`config.mk`:
```
export PLATFORM = sky130hd
export DESIGN_NAME = cache_access_monitor_flat
export DESIGN_NICKNAME = d
export VERILOG_FILES = /design/src/rtl/cache_access_monitor_if.sv /design/src/rtl/cache_access_monitor.sv /design/src/flat_wrapper.sv
export SDC_FILE = /design/constraint.sdc
export NUM_CORES = 1
export LEC_CHECK = 0
export CAP_MARGIN = 5
export CORE_MARGIN = 1
export CORE_UTILIZATION = 45
export CTS_CLUSTER_SIZE = 24
export DETAILED_ROUTE_END_ITERATION = 8
export GPL_TIMING_DRIVEN = 0
export PLACE_DENSITY = 0.69
export SLEW_MARGIN = 20
export SYNTH_ARGS = -nofsm -noshare
export SYNTH_HDL_FRONTEND = slang
export SYNTH_SLANG_ARGS = --single-unit
```
`constraint.sdc`:
```
create_clock -name clk_i -period 3.4 [get_ports clk_i]
set_input_delay 0.68 -clock clk_i [delete_from_list [all_inputs] [get_ports clk_i]]
set_output_delay 0.68 -clock clk_i [all_outputs]
set_load 0.02 [all_outputs]
```
`src/rtl/cache_access_monitor_if.sv`:
```
// Response and miss-drain bus of the cache access monitor.
// Both channels use one rule: a beat transfers on a rising clk_i edge where valid and ready are both 1.
// Valid may not depend on ready.
// The response channel has no ready; the monitor always takes resp_valid_i.
interface cache_access_monitor_if #(
    parameter int PA_W = 16
);
    logic            resp_valid_i;
    logic            hit_i;
    logic [PA_W-1:0] pa_i;
    logic            miss_valid_o;
    logic [PA_W-1:0] miss_pa_o;
    logic            miss_ready_i;

    // Cache / consumer side.
    modport master (
        output resp_valid_i, hit_i, pa_i, miss_ready_i,
        input  miss_valid_o, miss_pa_o
    );

    // Monitor side.
    modport slave (
        input  resp_valid_i, hit_i, pa_i, miss_ready_i,
        output miss_valid_o, miss_pa_o
    );
endinterface

```
`src/rtl/cache_access_monitor.sv`:
```
// Windowed cache hit/miss statistics with a first-word-fall-through miss-address FIFO.
// Optional feature macro: CACHE_MON_STREAK_EN adds max_miss_streak_o (longest run of misses).
module cache_access_monitor #(
    parameter int PA_W            = 16,
    parameter int CNT_W           = 16,
    parameter int TOTAL_ACCESSES  = 4096,
    parameter int MISS_FIFO_DEPTH = 8
) (
    input  logic                  clk_i,
    input  logic                  rst_n_i,
    input  logic                  start_i,
    input  logic                  clear_i,
    cache_access_monitor_if.slave bus,
    output logic [CNT_W-1:0]      access_cnt_o,
    output logic [CNT_W-1:0]      hit_cnt_o,
    output logic [CNT_W-1:0]      miss_cnt_o,
    output logic                  overflow_o,
    output logic                  busy_o,
    output logic                  done_o,
    output logic [1:0]            state_o
`ifdef CACHE_MON_STREAK_EN
    ,
    output logic [CNT_W-1:0]      max_miss_streak_o
`endif
);

    localparam int ACC_W = $clog2(TOTAL_ACCESSES + 1);
    localparam int PTR_W = $clog2(MISS_FIFO_DEPTH);

    localparam logic [ACC_W-1:0] ACC_ONE   = ACC_W'(1);
    localparam logic [ACC_W-1:0] ACC_LAST  = ACC_W'(TOTAL_ACCESSES - 1);
    localparam logic [CNT_W-1:0] CNT_ONE   = CNT_W'(1);
    localparam logic [CNT_W-1:0] CNT_MAX   = '1;
    localparam logic [PTR_W-1:0] PTR_ONE   = PTR_W'(1);
    localparam logic [PTR_W:0]   OCC_ONE   = (PTR_W + 1)'(1);
    localparam logic [PTR_W:0]   OCC_FULL  = (PTR_W + 1)'(MISS_FIFO_DEPTH);

    typedef enum logic [1:0] {
        S_IDLE = 2'd0,
        S_RUN  = 2'd1,
        S_DONE = 2'd2
    } state_t;

    state_t state, state_n;

    logic [ACC_W-1:0] acc_idx;
    logic             accept;
    logic             last_acc;
    logic             win_restart;

    logic [PA_W-1:0]  mem [MISS_FIFO_DEPTH];
    logic [PTR_W-1:0] wr_ptr, rd_ptr;
    logic [PTR_W:0]   occ;
    logic             fifo_full;
    logic             push_req, push, pop, drop;

    function automatic logic [CNT_W-1:0] sat_inc(input logic [CNT_W-1:0] v);
        return (v == CNT_MAX) ? v : v + CNT_ONE;
    endfunction

    // clear_i masks both window restart and response acceptance.
    assign accept      = bus.resp_valid_i && (state == S_RUN) && !clear_i;
    assign last_acc    = accept && (acc_idx == ACC_LAST);
    assign win_restart = start_i && !clear_i && (state == S_IDLE || state == S_DONE);

    always_ff @(posedge clk_i or negedge rst_n_i) begin
        if (!rst_n_i) state <= S_IDLE;
        else          state <= state_n;
    end

    always_comb begin
        state_n = state;
        if (clear_i) begin
            state_n = S_IDLE;
        end else begin
            case (state)
                S_IDLE:  if (start_i)  state_n = S_RUN;
                S_RUN:   if (last_acc) state_n = S_DONE;
                S_DONE:  if (start_i)  state_n = S_RUN;
                default: state_n = S_IDLE;
            endcase
        end
    end

    assign busy_o  = (state == S_RUN);
    assign done_o  = (state == S_DONE);
    assign state_o = state;

    // The window length counter never saturates, so the window always ends on time.
    always_ff @(posedge clk_i or negedge rst_n_i) begin
        if (!rst_n_i) begin
            acc_idx      <= '0;
            access_cnt_o <= '0;
            hit_cnt_o    <= '0;
            miss_cnt_o   <= '0;
        end else if (clear_i || win_restart) begin
            acc_idx      <= '0;
            access_cnt_o <= '0;
            hit_cnt_o    <= '0;
            miss_cnt_o   <= '0;
        end else if (accept) begin
            acc_idx      <= acc_idx + ACC_ONE;
            access_cnt_o <= sat_inc(access_cnt_o);
            if (bus.hit_i) hit_cnt_o  <= sat_inc(hit_cnt_o);
            else           miss_cnt_o <= sat_inc(miss_cnt_o);
        end
    end

    assign fifo_full        = (occ == OCC_FULL);
    assign bus.miss_valid_o = (occ != '0);
    assign pop              = bus.miss_valid_o && bus.miss_ready_i;
    assign push_req         = accept && !bus.hit_i;
    assign push             = push_req && (!fifo_full || pop);
    assign drop             = push_req && fifo_full && !pop;
    assign bus.miss_pa_o    = bus.miss_valid_o ? mem[rd_ptr] : '0;

    // FIFO contents need no reset: the head is masked while empty.
    always_ff @(posedge clk_i) begin
        if (push) mem[wr_ptr] <= bus.pa_i;
    end

    always_ff @(posedge clk_i or negedge rst_n_i) begin
        if (!rst_n_i) begin
            wr_ptr     <= '0;
            rd_ptr     <= '0;
            occ        <= '0;
            overflow_o <= 1'b0;
        end else if (clear_i) begin
            wr_ptr     <= '0;
            rd_ptr     <= '0;
            occ        <= '0;
            overflow_o <= 1'b0;
        end else begin
            if (push) wr_ptr <= wr_ptr + PTR_ONE;
            if (pop)  rd_ptr <= rd_ptr + PTR_ONE;
            if (push && !pop)      occ <= occ + OCC_ONE;
            else if (pop && !push) occ <= occ - OCC_ONE;
            if (drop) overflow_o <= 1'b1;
        end
    end

`ifdef CACHE_MON_STREAK_EN
    logic [CNT_W-1:0] cur_streak, max_streak, cur_streak_inc;

    assign cur_streak_inc    = sat_inc(cur_streak);
    assign max_miss_streak_o = max_streak;

    // Only accepted responses touch the run; idle cycles neither break nor extend it.
    always_ff @(posedge clk_i or negedge rst_n_i) begin
        if (!rst_n_i) begin
            cur_streak <= '0;
            max_streak <= '0;
        end else if (clear_i || win_restart) begin
            cur_streak <= '0;
            max_streak <= '0;
        end else if (accept) begin
            if (bus.hit_i) begin
                cur_streak <= '0;
            end else begin
                cur_streak <= cur_streak_inc;
                if (cur_streak_inc > max_streak) max_streak <= cur_streak_inc;
            end
        end
    end
`endif

endmodule

```
`src/flat_wrapper.sv`:
```
// flat-port wrapper written by rule: the top's interface ports become plain ports
module cache_access_monitor_flat 
#(
    parameter int PA_W            = 16,
    parameter int CNT_W           = 16,
    parameter int TOTAL_ACCESSES  = 4096,
    parameter int MISS_FIFO_DEPTH = 8
)
  (clk_i, rst_n_i, start_i, clear_i, access_cnt_o, hit_cnt_o, miss_cnt_o, overflow_o, busy_o, done_o, state_o, bus_resp_valid_i, bus_hit_i, bus_pa_i, bus_miss_ready_i, bus_miss_valid_o, bus_miss_pa_o);
  cache_access_monitor_if #(.PA_W(PA_W)) bus_i ();
  input  logic clk_i;
  input  logic rst_n_i;
  input  logic start_i;
  input  logic clear_i;
  output logic [CNT_W-1:0] access_cnt_o;
  output logic [CNT_W-1:0] hit_cnt_o;
  output logic [CNT_W-1:0] miss_cnt_o;
  output logic overflow_o;
  output logic busy_o;
  output logic done_o;
  output logic [1:0] state_o;
  input wire logic [$bits(bus_i.resp_valid_i)-1:0] bus_resp_valid_i;
  input wire logic [$bits(bus_i.hit_i)-1:0] bus_hit_i;
  input wire logic [$bits(bus_i.pa_i)-1:0] bus_pa_i;
  input wire logic [$bits(bus_i.miss_ready_i)-1:0] bus_miss_ready_i;
  output wire logic [$bits(bus_i.miss_valid_o)-1:0] bus_miss_valid_o;
  output wire logic [$bits(bus_i.miss_pa_o)-1:0] bus_miss_pa_o;
  assign bus_i.resp_valid_i = bus_resp_valid_i;
  assign bus_i.hit_i = bus_hit_i;
  assign bus_i.pa_i = bus_pa_i;
  assign bus_i.miss_ready_i = bus_miss_ready_i;
  assign bus_miss_valid_o = bus_i.miss_valid_o;
  assign bus_miss_pa_o = bus_i.miss_pa_o;
  cache_access_monitor #(.PA_W(PA_W), .CNT_W(CNT_W), .TOTAL_ACCESSES(TOTAL_ACCESSES), .MISS_FIFO_DEPTH(MISS_FIFO_DEPTH)) u_core (.clk_i(clk_i), .rst_n_i(rst_n_i), .start_i(start_i), .clear_i(clear_i), .bus(bus_i), .access_cnt_o(access_cnt_o), .hit_cnt_o(hit_cnt_o), .miss_cnt_o(miss_cnt_o), .overflow_o(overflow_o), .busy_o(busy_o), .done_o(done_o), .state_o(state_o));
endmodule
```
After elaboration in Yosys (flattened, before gate mapping)
Memory sizes are Yosys's and may differ from the RTL's.
Index checks and enable logic that the tools add are counted.

word-level totals
  register bits = 74
  bits in latches = 0
  bits in writable memories = 128
  ROM bits = 0
  output and inout bits = 70
  word-level logic and storage cells = 93
  memories = 1

operators by class
  add/subtract/negate cells = 8
  multiply operators = 0
  div/mod/pow operators = 0
  magnitude comparators = 0
  eq/ne operators = 13
  shift operators = 0
  muxes and demuxes = 29
  bitwise gates (word level) = 0
  reductions and logical operators = 33

memory list
  name        depth  width  read ports  clocked after memory_dff  write ports  RTL line                    RTL
  u_core.mem  8      16     1           0                         1            cache_access_monitor.sv:51  logic [PA_W-1:0] mem [MISS_FIFO_DEPTH];

operator list
  kind                                                   number
  two-way mux 16 bit                                     12
  adder 16 x 1 -> 16 bit, second input constant          3
  equality test 16 bit, second input constant            3
  two-way mux 13 bit                                     2
  adder 13 x 1 -> 13 bit, second input constant          1
  equality test 13 x 12 -> 1 bit, second input constant  1
  logical AND 1 bit                                      12
  two-way mux 3 bit                                      4
  two-way mux 4 bit                                      3
  nonzero test 2 bit                                     5
  inequality test 2 x 1 -> 1 bit, second input constant  4
  adder 3 x 1 -> 3 bit, second input constant            2
  two-way mux 2 bit                                      3
  AND reduction 3 bit                                    2
  zero test 1 bit                                        5
  adder 4 x 1 -> 4 bit, second input constant            1
  equality test 4 bit, second input constant             1
  two-way mux 1 bit                                      4
  case mux 2 bit (2 select lines)                        1
  AND reduction 2 bit                                    2
  nonzero test 4 bit                                     1
  subtractor 4 x 1 -> 4 bit, second input constant       1
  logical OR 1 bit                                       3
  inequality test 3 x 1 -> 1 bit, second input constant  1
  other kinds (6)                                        6

Longest topological paths before layout
Gate-level depths: netlist of the first run.

  word-level depth = 10
  gate-level depth with buffers = 10
  depth with buffers taken out = 10

Worst setup path before layout of the first run
OpenSTA, ideal clock, no wires.

  path kind = input -> register
  start point = input clear_i
  end point = memory u_core.mem[2][0] (enable)
  library setup time = 0.436 ns
  data arrival time = 3.013 ns
  required time = 2.964 ns
  setup slack = -0.049 ns
  stages = 4
  path buffers = 0
  path through = nand4bb_4 nor2_1 nand2_1 nor4b_1

on the way
  cells in the longest elaborated chain, start to end = 6

ends and longest elaborated chain
  item                                     RTL line                     RTL
  start: declaration                       flat_wrapper.sv:14           input logic clear_i;
  zero test 1 bit                          cache_access_monitor.sv:62   assign accept = bus.resp_valid_i && (state == S_RUN) && !clear_i;
  logical AND 1 bit                        cache_access_monitor.sv:62
  logical AND 1 bit                        cache_access_monitor.sv:112  assign push_req = accept && !bus.hit_i;
  logical AND 1 bit                        cache_access_monitor.sv:113  assign push = push_req && (!fifo_full || pop);
  two-way mux 1 bit                        cache_access_monitor.sv:119  if (push) mem[wr_ptr] <= bus.pa_i;
  two-way mux 1 bit (not written as such)  cache_access_monitor.sv:119
  end: declaration                         cache_access_monitor.sv:51

Every way passes these cells.

Worst setup path after layout of the first run
  start point = register u_core.rd_ptr[1]
  end point = output bus_miss_pa_o[12]

on the way
  cells in the longest elaborated chain, start to end = 2

ends and longest elaborated chain
  item                      RTL line                     RTL
  start: declaration        cache_access_monitor.sv:52   logic [PTR_W-1:0] wr_ptr, rd_ptr;
  start signal: assignment  cache_access_monitor.sv:135  if (pop) rd_ptr <= rd_ptr + PTR_ONE;
  memory read (8 x 16 bit)  --
  two-way mux 16 bit        cache_access_monitor.sv:115  assign bus.miss_pa_o = bus.miss_valid_o ? mem[rd_ptr] : '0;
  end: declaration          flat_wrapper.sv:27           output wire logic [$bits(bus_i.miss_pa_o)-1:0] bus_miss_pa_o;

Every way passes these cells.

==> metrics, run 1 <==
initial antenna violation count 0; Cell Int Power 4.64 mW; Pwr per Cell Area 579 nW/um^2; asr flop ratio synth 0.366; leakage power 3.86 nW; core area 19000 um^2; Flop pwr share 0.422; CTS Buf Count 22; gr ovfl total 0; vias in the first global route 5990; Final Max Slew Viols 0; met2 Track Usage GR 0.366; Synth Area in Simple Gates 0.132; antenna viol nets, final 0; Sw Share 0.276; Final HPWL DP 13900 um; 1st-iter DRT viols 307; Post-Syn Nets 660; xor and xnor fraction of the mapped netlist area 0.0375; DR vias/cell 5.63; net switching power 1.77 mW; CTS H-tree lvls 1; CTS tree yes; clk_skew 11.3 ps; Post-CTS Hold Buffers 0; largest net degree at the start of global routing 52; Die ar. 20300 um^2; Compound-Gate Fraction of Synth Area 0.0508; Hold Fails Final Rpt 0; kind of critical path reg -> out; unique cell type count in the Yosys netlist 52; peak supply drop 340 uV; run status finished, final reports clean; Pwr Total 6.41 mW; final setup fails 0; top-area cell type share of the netlist area 0.433; number of port buffers 92; synthesized area per cell 14.1 um^2; worst hold path type in -> async; EDFF count, synth 128; Synth warnings 0; total number of vias 5818; Area contributors post-synth edfxtp_1, dfrtp_1, mux4_2; critical path buffer and inverter count 3; drt drc 0; clock share of power 0.360; Worst Path Required 2720 ps; unrepaired setup endpoints after global routing yes; Comb pwr share 0.218; crit path time final 3290 ps; Cells after DPL 995; Seq cells post-synth 202; Rows 50; Syn-to-layout area delta 24.8%; crit end category output pin; Die X 142 um; CP delay by family, top buffers and inverters; Seq/Total Area, Yosys 0.642; ys flop type edfxtp_1; # diodes 0; Initial Utilization 0.466; met1 Use GR 0.263; Max Fclk 304 MHz; CP max stage cell clkdlybuf4s50_1; global-route wire length before repair 32200 um; Detailed Routing Iterations Pass 1 5; Max clock buf depth 3; Final GP Congestion 0.897; M3 GR Usage 0.0357; most frequent cell after synthesis edfxtp_1; Clock Latency Late Sink 510 ps; Die H 142 um; Synth area leader edfxtp_1; final wirelength 20000 um; gate count of the mapped netlist 628; largest family of logic cells by synthesized area simple AND/OR/NAND/NOR gates; Worst path max stage delay 540 ps; mux cell area share after synthesis 0.107; gr usage total 0.206; Worst-path clk slew 60 ps; Netlist Area Pre-Place 8870 um^2; fin crit share 0.969; fin cells 1034; Synth top cells by count edfxtp_1, dfrtp_1, nor2_1; crit start category flip-flop; global routing's busiest layer met2; post-DR wirelength/cell 19.4 um; adder-cell share of the synthesized area 0.0135; Slew Limit Headroom 0.388; CP arrival 2610 ps; worst-path fanout max 10; worst-path cell chain buf_1 -> buf_2 -> mux4_2 -> mux2i_1 -> nor2_1 -> clkdlybuf4s50_1; clock sinks 202; CTS root buf clkbuf_16; Max-cap violations 0; Layout Nets 790; Worst Max-Slew Pin Slew 910 ps; share of layout cells above drive strength 1 0.143; num ports 93
## power groups by stage
| stage | sequential, mW | combinational, mW | clock (mW) |
|---|---|---|---|
| floorplan | 2.74 | 0.819 | 0 |
| global placement | 2.74 | 1.35 | 0 |
| detailed placement | 2.75 | 1.39 | 0 |
| CTS | 2.71 | 1.42 | 2.35 |
| global route | 2.71 | 1.50 | 2.45 |
| finish | 2.71 | 1.40 | 2.31 |
## registers in the layout, summed over array words and instances, names as in the netlist
register,flops
u_core.access_cnt_o,16
u_core.rd_ptr,3
u_core.acc_idx,13
u_core.hit_cnt_o,16
u_core.wr_ptr,3
u_core.mem,128
u_core.state_o,2
u_core.overflow_o,1
u_core.miss_cnt_o,16
u_core.occ,4
## layout make-up
class / count / area (um^2)
inverter: 11 / 41.3
clock buffer: 30 / 611
multi-input combinational: 389 / 3080
tap: 260 / 325
buffer: 24 / 124
timing repair buffer: 108 / 1090
clock inverter: 10 / 93.8
sequential: 202 / 5700
fill: 1550 / 7960
## per-layer routing
metal / wire (um) / up-vias
met5: 0 / -
met4: 331 / 0
met3: 1080 / 33
met2: 10300 / 189
met1: 8320 / 2925
li1: - / 2671
## layout by cell type (no fill, tap or decap), types with 3 or more instances in the layout
cell type,count
ha_1,8
a21o_1,3
buf_4,8
inv_1,11
o21a_1,4
clkbuf_8,3
and4_1,6
o21ai_0,14
o31ai_1,6
buf_6,10
nor2b_1,6
xnor2_1,25
nor4_1,5
a21oi_1,17
dfrtp_1,73
buf_2,5
or3_1,11
buf_1,4
nor3_1,12
xor2_1,13
o211ai_1,4
mux2i_1,23
nand3_1,18
clkinv_2,4
clkbuf_1,14
nand2_1,38
nand4_1,15
nor2_1,65
edfxtp_1,128
and3_1,12
or4_1,4
and2_1,5
clkbuf_16,22
or2_2,3
clkdlybuf4s50_1,91
mux4_2,32
## kinds of logic after synthesis
logic type	after synthesis
DFF	202
xor gates and xnor gates	38
buffers and inverters	37
adders and majority gates	9
and+or+nand+nor	220
AOI/OAI and AO/OA	67
muxes	55
## stage by stage
stage          setup slack, ps  hold slack (ps)  TNS (ps)  instance area [um^2]   util
2_1_floorplan              149              384         0                  8880      -
3_3_place_gp             -2020              481   -227540                 10100  0.532
3_5_place_dp              -240              509     -4890                 10300  0.543
4_1_cts                   16.0             79.0         0                 11100  0.581
5_1_grt                  -2.89             93.7     -4.91                 11100  0.582
6_report                   105             73.3         0                 11100  0.582
## worst paths after layout
kind,endpoint,start,slack (ps),depth (start not counted)
max in group asynchronous,u_core.rd_ptr[0]$_DFFE_PN0P_,rst_n_i,2750,2
setup reg to reg,u_core.mem[3][0]$_DFFE_PP_,u_core.state_o[1]$_DFFE_PN0P_,660,6
min in group clk_i,u_core.overflow_o$_DFFE_PN0P_,u_core.overflow_o$_DFFE_PN0P_,530,2
hold / removal,u_core.hit_cnt_o[5]$_DFFE_PN0P_,rst_n_i,70,1
setup / recovery,bus_miss_pa_o[12],u_core.rd_ptr[1]$_DFFE_PN0P_,110,6
hold reg to reg,u_core.overflow_o$_DFFE_PN0P_,u_core.overflow_o$_DFFE_PN0P_,530,2
## timing repair
action	4_1_cts	5_1_grt
gates resized for setup	11	5
pin swaps	1	0
cloned	0	0
endpoints found under the hold margin	0	0
buffers inserted	1	0
endpoints found under the setup margin	16	15
Power figures use the tool's default switching activity.
==> inputs of run 2 (changes only) <==
- CELL_PAD_IN_SITES_DETAIL_PLACEMENT: unset -> 1
- CELL_PAD_IN_SITES_GLOBAL_PLACEMENT: unset -> 2
- CORE_UTILIZATION: 45 -> 36
- PLACE_DENSITY: 0.69 -> 0.76
==> run 2 against run 1 <==
Against the previous run:
- the flow now finishes with violations (design-rule violations)
- clock-buffer cell count down 2
- critical path type unchanged
- die area rose by 25%
- flip-flop and latch count did not move
- global-route usage fell by 2.7 points
- largest cell class unchanged
- first-iteration DRC count is 9.1% lower
- sequential share of layout area shrank 0.56 points
- utilization shrank 12 points
==> metrics, run 2 (same netlist as run 1, synthesis figures left out) <==
# diodes 0; worst-path cell chain buf_6 -> mux4_2 -> mux2i_1 -> nor2_1 -> clkdlybuf4s50_1; gr ovfl total 0; r2r setup slk 640 ps; Final HPWL DP 15700 um; Final Max Slew Viols 0; Die ar. 25300 um^2; r2r endpoint u_core.occ[3]$_DFFE_PN0P_; Reg-to-Reg Start u_core.occ[1]$_DFFE_PN0P_; number of port buffers 92; largest net degree at the start of global routing 45; Pwr per Cell Area 591 nW/um^2; Worst path max stage delay 560 ps; core area 24200 um^2; setup slack after layout 137 ps; CTS H-tree lvls 1; most frequent cells in the layout edfxtp_1, clkdlybuf4s50_1, dfrtp_1; post-DR wirelength/cell 20.4 um; Cells after DPL 1059; clock sinks 202; Worst-path clk slew 60 ps; fin crit share 0.960; kind of critical path reg -> out; crit start category flip-flop; Worst Max-Slew Pin Slew 831 ps; final setup fails 0; Comb pwr share 0.215; antenna viol nets, final 0; peak supply drop 359 uV; Reg with most FFs u_core.mem; gr usage total 0.179; drt drc 2; final wirelength 22400 um; Rows 57; Pwr Total 6.62 mW; global-route wire length before repair 35700 um; total number of vias 5802; Detailed Routing Iterations Pass 1 6; Fill cells 2475; Layout Nets 790; fin cells 1099; Max clock buf depth 3; num ports 93; 1st-iter DRT viols 279; failing checks design-rule violations; Max-cap violations 0; Worst Path Required 2720 ps; initial antenna violation count 1; CTS Buf Count 23; Max Fclk 306 MHz; net switching power 1.84 mW; Clock Latency Late Sink 520 ps; Hold Fails Final Rpt 0; worst-path fanout max 10; commonest non-fill, non-tap cell in the layout edfxtp_1; run status complete, but fails checks; Final GP Congestion 0.816; Syn-to-layout area delta 26.2%; Cell Int Power 4.78 mW; share of layout cells above drive strength 1 0.143; vias in the first global route 6356; Die H 159 um; CTS tree yes; clock share of power 0.375; DR vias/cell 5.28; CTS root buf clkbuf_16; CP max stage cell clkdlybuf4s50_1; crit end category output pin; Die X 159 um; number of flip-flops in the largest register 128; Sw Share 0.277; Slew Limit Headroom 0.441; leakage power 3.89 nW; unrepaired setup endpoints after global routing no; worst slack at placement -161 ps; Initial Utilization 0.366; Flop pwr share 0.410; clk_skew 9.25 ps; CP arrival 2580 ps; worst hold path type in -> async; worst r2r path cells 11; crit path time final 3260 ps
[run 2: cell type report]
cell class	instances	area, um^2	share of cell area
Clock buffer	28	594	0.0531
Clock inverter	14	159	0.0142
Sequential cell	202	5700	0.509
Tap cell	324	405	0.0362
Multi-Input combinational cell	389	3080	0.276
Timing Repair Buffer	108	1080	0.0964
Inverter	11	41.3	0.00369
Buffer	23	126	0.0113
[run 2: worst max path at each step]
stage / depth (start not counted) / endpoint / slack (ps) / start
2_1_floorplan: 4 / u_core.mem[0][0]$_DFFE_PP_ / 150 / clear_i
3_5_place_dp: 10 / u_core.occ[3]$_DFFE_PN0P_ / -160 / clear_i
5_1_grt: 5 / bus_miss_pa_o[13] / 30 / u_core.rd_ptr[0]$_DFFE_PN0P_
6_report: 5 / bus_miss_pa_o[13] / 140 / u_core.rd_ptr[0]$_DFFE_PN0P_
3_3_place_gp: 5 / u_core.mem[0][0]$_DFFE_PP_ / -2100 / clear_i
4_1_cts: 5 / bus_miss_pa_o[13] / 20 / u_core.rd_ptr[0]$_DFFE_PN0P_
[run 2: critical path: cells and delay by family (launching register included)]
family	cells	cell delay (ps)
muxes	2	700
DFF	1	480
and+or+nand+nor	1	90
buffers and inverters	2	790
[run 2: routing by layer]
| layer | wire (um) | global-route usage | vias to the layer above |
|---|---|---|---|
| li1 | - | - | 2663 |
| met1 | 9550 | 0.223 | 2999 |
| met2 | 11600 | 0.329 | 118 |
| met3 | 906 | 0.0315 | 20 |
| met4 | 287 | 0.0328 | 2 |
| met5 | 13 | 0 | - |
[run 2: power by group through the flow]
stage | sequential, mW | clock, mW | combinational [mW]
after floorplan | 2.74 | 0 | 0.819
final | 2.71 | 2.48 | 1.42
after CTS | 2.71 | 2.54 | 1.45
after global routing | 2.72 | 2.62 | 1.53
after detailed placement | 2.75 | 0 | 1.42
after global placement | 2.74 | 0 | 1.37
[run 2: repair_timing]
item	4_1_cts	5_1_grt
endpoints found under the setup margin	16	11
pin swaps	1	0
hold buffers	0	0
setup buffers	1	0
gates resized for setup	13	3
[run 2: per-stage QoR]
step / setup TNS, ps / cell area [um^2] / util / hold slack [ps]
5_1_grt: 0 / 11200 / 0.461 / 131
6_report: 0 / 11200 / 0.461 / 113
3_3_place_gp: -252280 / 10200 / 0.421 / 490
2_1_floorplan: 0 / 8880 / - / 384
4_1_cts: 0 / 11200 / 0.461 / 111
3_5_place_dp: -3000 / 10400 / 0.429 / 502
==> inputs of run 3 (changes only) <==
- CORE_ASPECT_RATIO: unset -> 1.1
- SKIP_CTS_REPAIR_TIMING: unset -> 1
==> run 3 against run 2 <==
Against the previous run:
- the run now ends clean
- die area about the same
- largest cell class unchanged
- utilization up 0.56 points
- critical path depth down 1
- combinational power about the same
==> metrics, run 3 (same netlist as run 1, synthesis figures left out) <==
Max Fclk 308 MHz; global-route wire length before repair 36200 um; antenna viol nets, final 0; gr ovfl total 0; Die H 167 um; worst r2r path cells 9; worst hold path type in -> async; # diodes 0; final instance area 11200 um^2; initial antenna violation count 0; CP max stage cell dfrtp_1; Detailed Routing Iterations Pass 1 4; clk_skew 10.9 ps; worst-path cell chain clkbuf_2 -> mux2i_1 -> nor2_1 -> clkdlybuf4s50_1; post-DR wirelength/cell 20.4 um; 1st-iter DRT viols 252; largest net degree at the start of global routing 51; Max clock buf depth 3; Rows 59; Clock Latency Late Sink 510 ps; Worst-path clk slew 60 ps; Fill cells 2468; worst-path fanout max 10; Worst Path Required 2720 ps; Final HPWL DP 15700 um; Initial Utilization 0.371; clock sinks 202; Layout Nets 795; CTS Buf Count 24; most frequent cells in the layout edfxtp_1, clkdlybuf4s50_1, dfrtp_1; run status finished, final reports clean; CTS root buf clkbuf_16; Post-Route Utilization 0.467; Hold Fails Final Rpt 0; peak supply drop 330 uV; unrepaired setup endpoints after global routing no; Worst Max-Slew Pin Slew 881 ps; total number of vias 5783; num ports 93; Slew Limit Headroom 0.407; vias in the first global route 6520; core area 23900 um^2; crit end category output pin; Final Max Slew Viols 0; Die X 152 um; Die ar. 25300 um^2; share of layout cells above drive strength 1 0.146; crit start category flip-flop; met2 Track Usage GR 0.337; Worst path max stage delay 650 ps; global routing's busiest layer met2; Max-cap violations 0; gr usage total 0.184; DR vias/cell 5.33; Final GP Congestion 0.808; Syn-to-layout area delta 25.9%; met1 Use GR 0.222; drt drc 0; number of flip-flops in the largest register 128; CP arrival 2570 ps; fin crit share 0.955; final wirelength 22100 um; Cells after DPL 1040; CTS H-tree lvls 1; kind of critical path reg -> out; final setup fails 0; CTS tree yes; DP Area 10400 um^2; number of port buffers 92; crit path time final 3250 ps; M3 GR Usage 0.0342; Pwr per Cell Area 587 nW/um^2; leakage power 3.90 nW; commonest non-fill, non-tap cell in the layout edfxtp_1; Reg with most FFs u_core.mem; fin cells 1085
run 3: cell count changes in the layout (fill, tap and decap cells not counted), moves of 2 or more:
cell       change
bufinv_16      -2
clkbuf_1       +2
clkbuf_4       -3
clkbuf_16      +2
buf_6          -2
buf_4          +8
run 3: final cells by class:
cell class | instances | area (um^2) | area share
Buffer | 23 | 125 | 0.0112
Clock buffer | 31 | 648 | 0.0580
Clock inverter | 12 | 92.6 | 0.00829
Inverter | 11 | 41.3 | 0.00370
Multi-Input combinational cell | 389 | 3080 | 0.276
Sequential cell | 202 | 5700 | 0.510
Tap cell | 305 | 382 | 0.0342
Timing Repair Buffer | 112 | 1100 | 0.0984
run 3: metrics by stage:
stage,setup TNS [ps],hold WS [ps],setup WS [ps],power (mW)
finish,0,90.6,153,6.55
floorplan,0,384,149,3.56
global route,0,98.7,5.09,6.87
CTS,-5950,82.2,-486,6.60
detailed placement,-5190,537,-232,4.17
global placement,-258850,522,-2260,4.12
run 3: worst paths after layout:
path,from,to,slack (ps)
max,u_core.rd_ptr[2]$_DFFE_PN0P_,bus_miss_pa_o[13],150
min,rst_n_i,u_core.hit_cnt_o[12]$_DFFE_PN0P_,90
max reg2reg,u_core.state_o[1]$_DFFE_PN0P_,u_core.occ[3]$_DFFE_PN0P_,680
min reg2reg,u_core.miss_cnt_o[2]$_DFFE_PN0P_,u_core.miss_cnt_o[2]$_DFFE_PN0P_,540
max in group asynchronous,rst_n_i,u_core.access_cnt_o[6]$_DFFE_PN0P_,2710
min in group clk_i,u_core.miss_cnt_o[2]$_DFFE_PN0P_,u_core.miss_cnt_o[2]$_DFFE_PN0P_,540
run 3: report_power, final:
| group | total (mW) | switching, mW | leakage [nW] | internal [mW] |
|---|---|---|---|---|
| registers | 2.71 | 0.0588 | 2.18 | 2.65 |
| clock network | 2.41 | 0.987 | 0.366 | 1.42 |
| logic | 1.44 | 0.764 | 1.36 | 0.672 |
run 3: routing by layer:
metal / vias to the layer above / wire length [um]
li1: 2664 / -
met1: 2984 / 9010
met2: 112 / 11900
met3: 23 / 933
met4: 0 / 277
met5: - / 0
run 3: critical path: cells and delay by family, from the launching register on:
kind | cells | cell delay [ps]
buf+inv | 2 | 1110
flops | 1 | 650
mux | 1 | 140
simple gates | 1 | 160
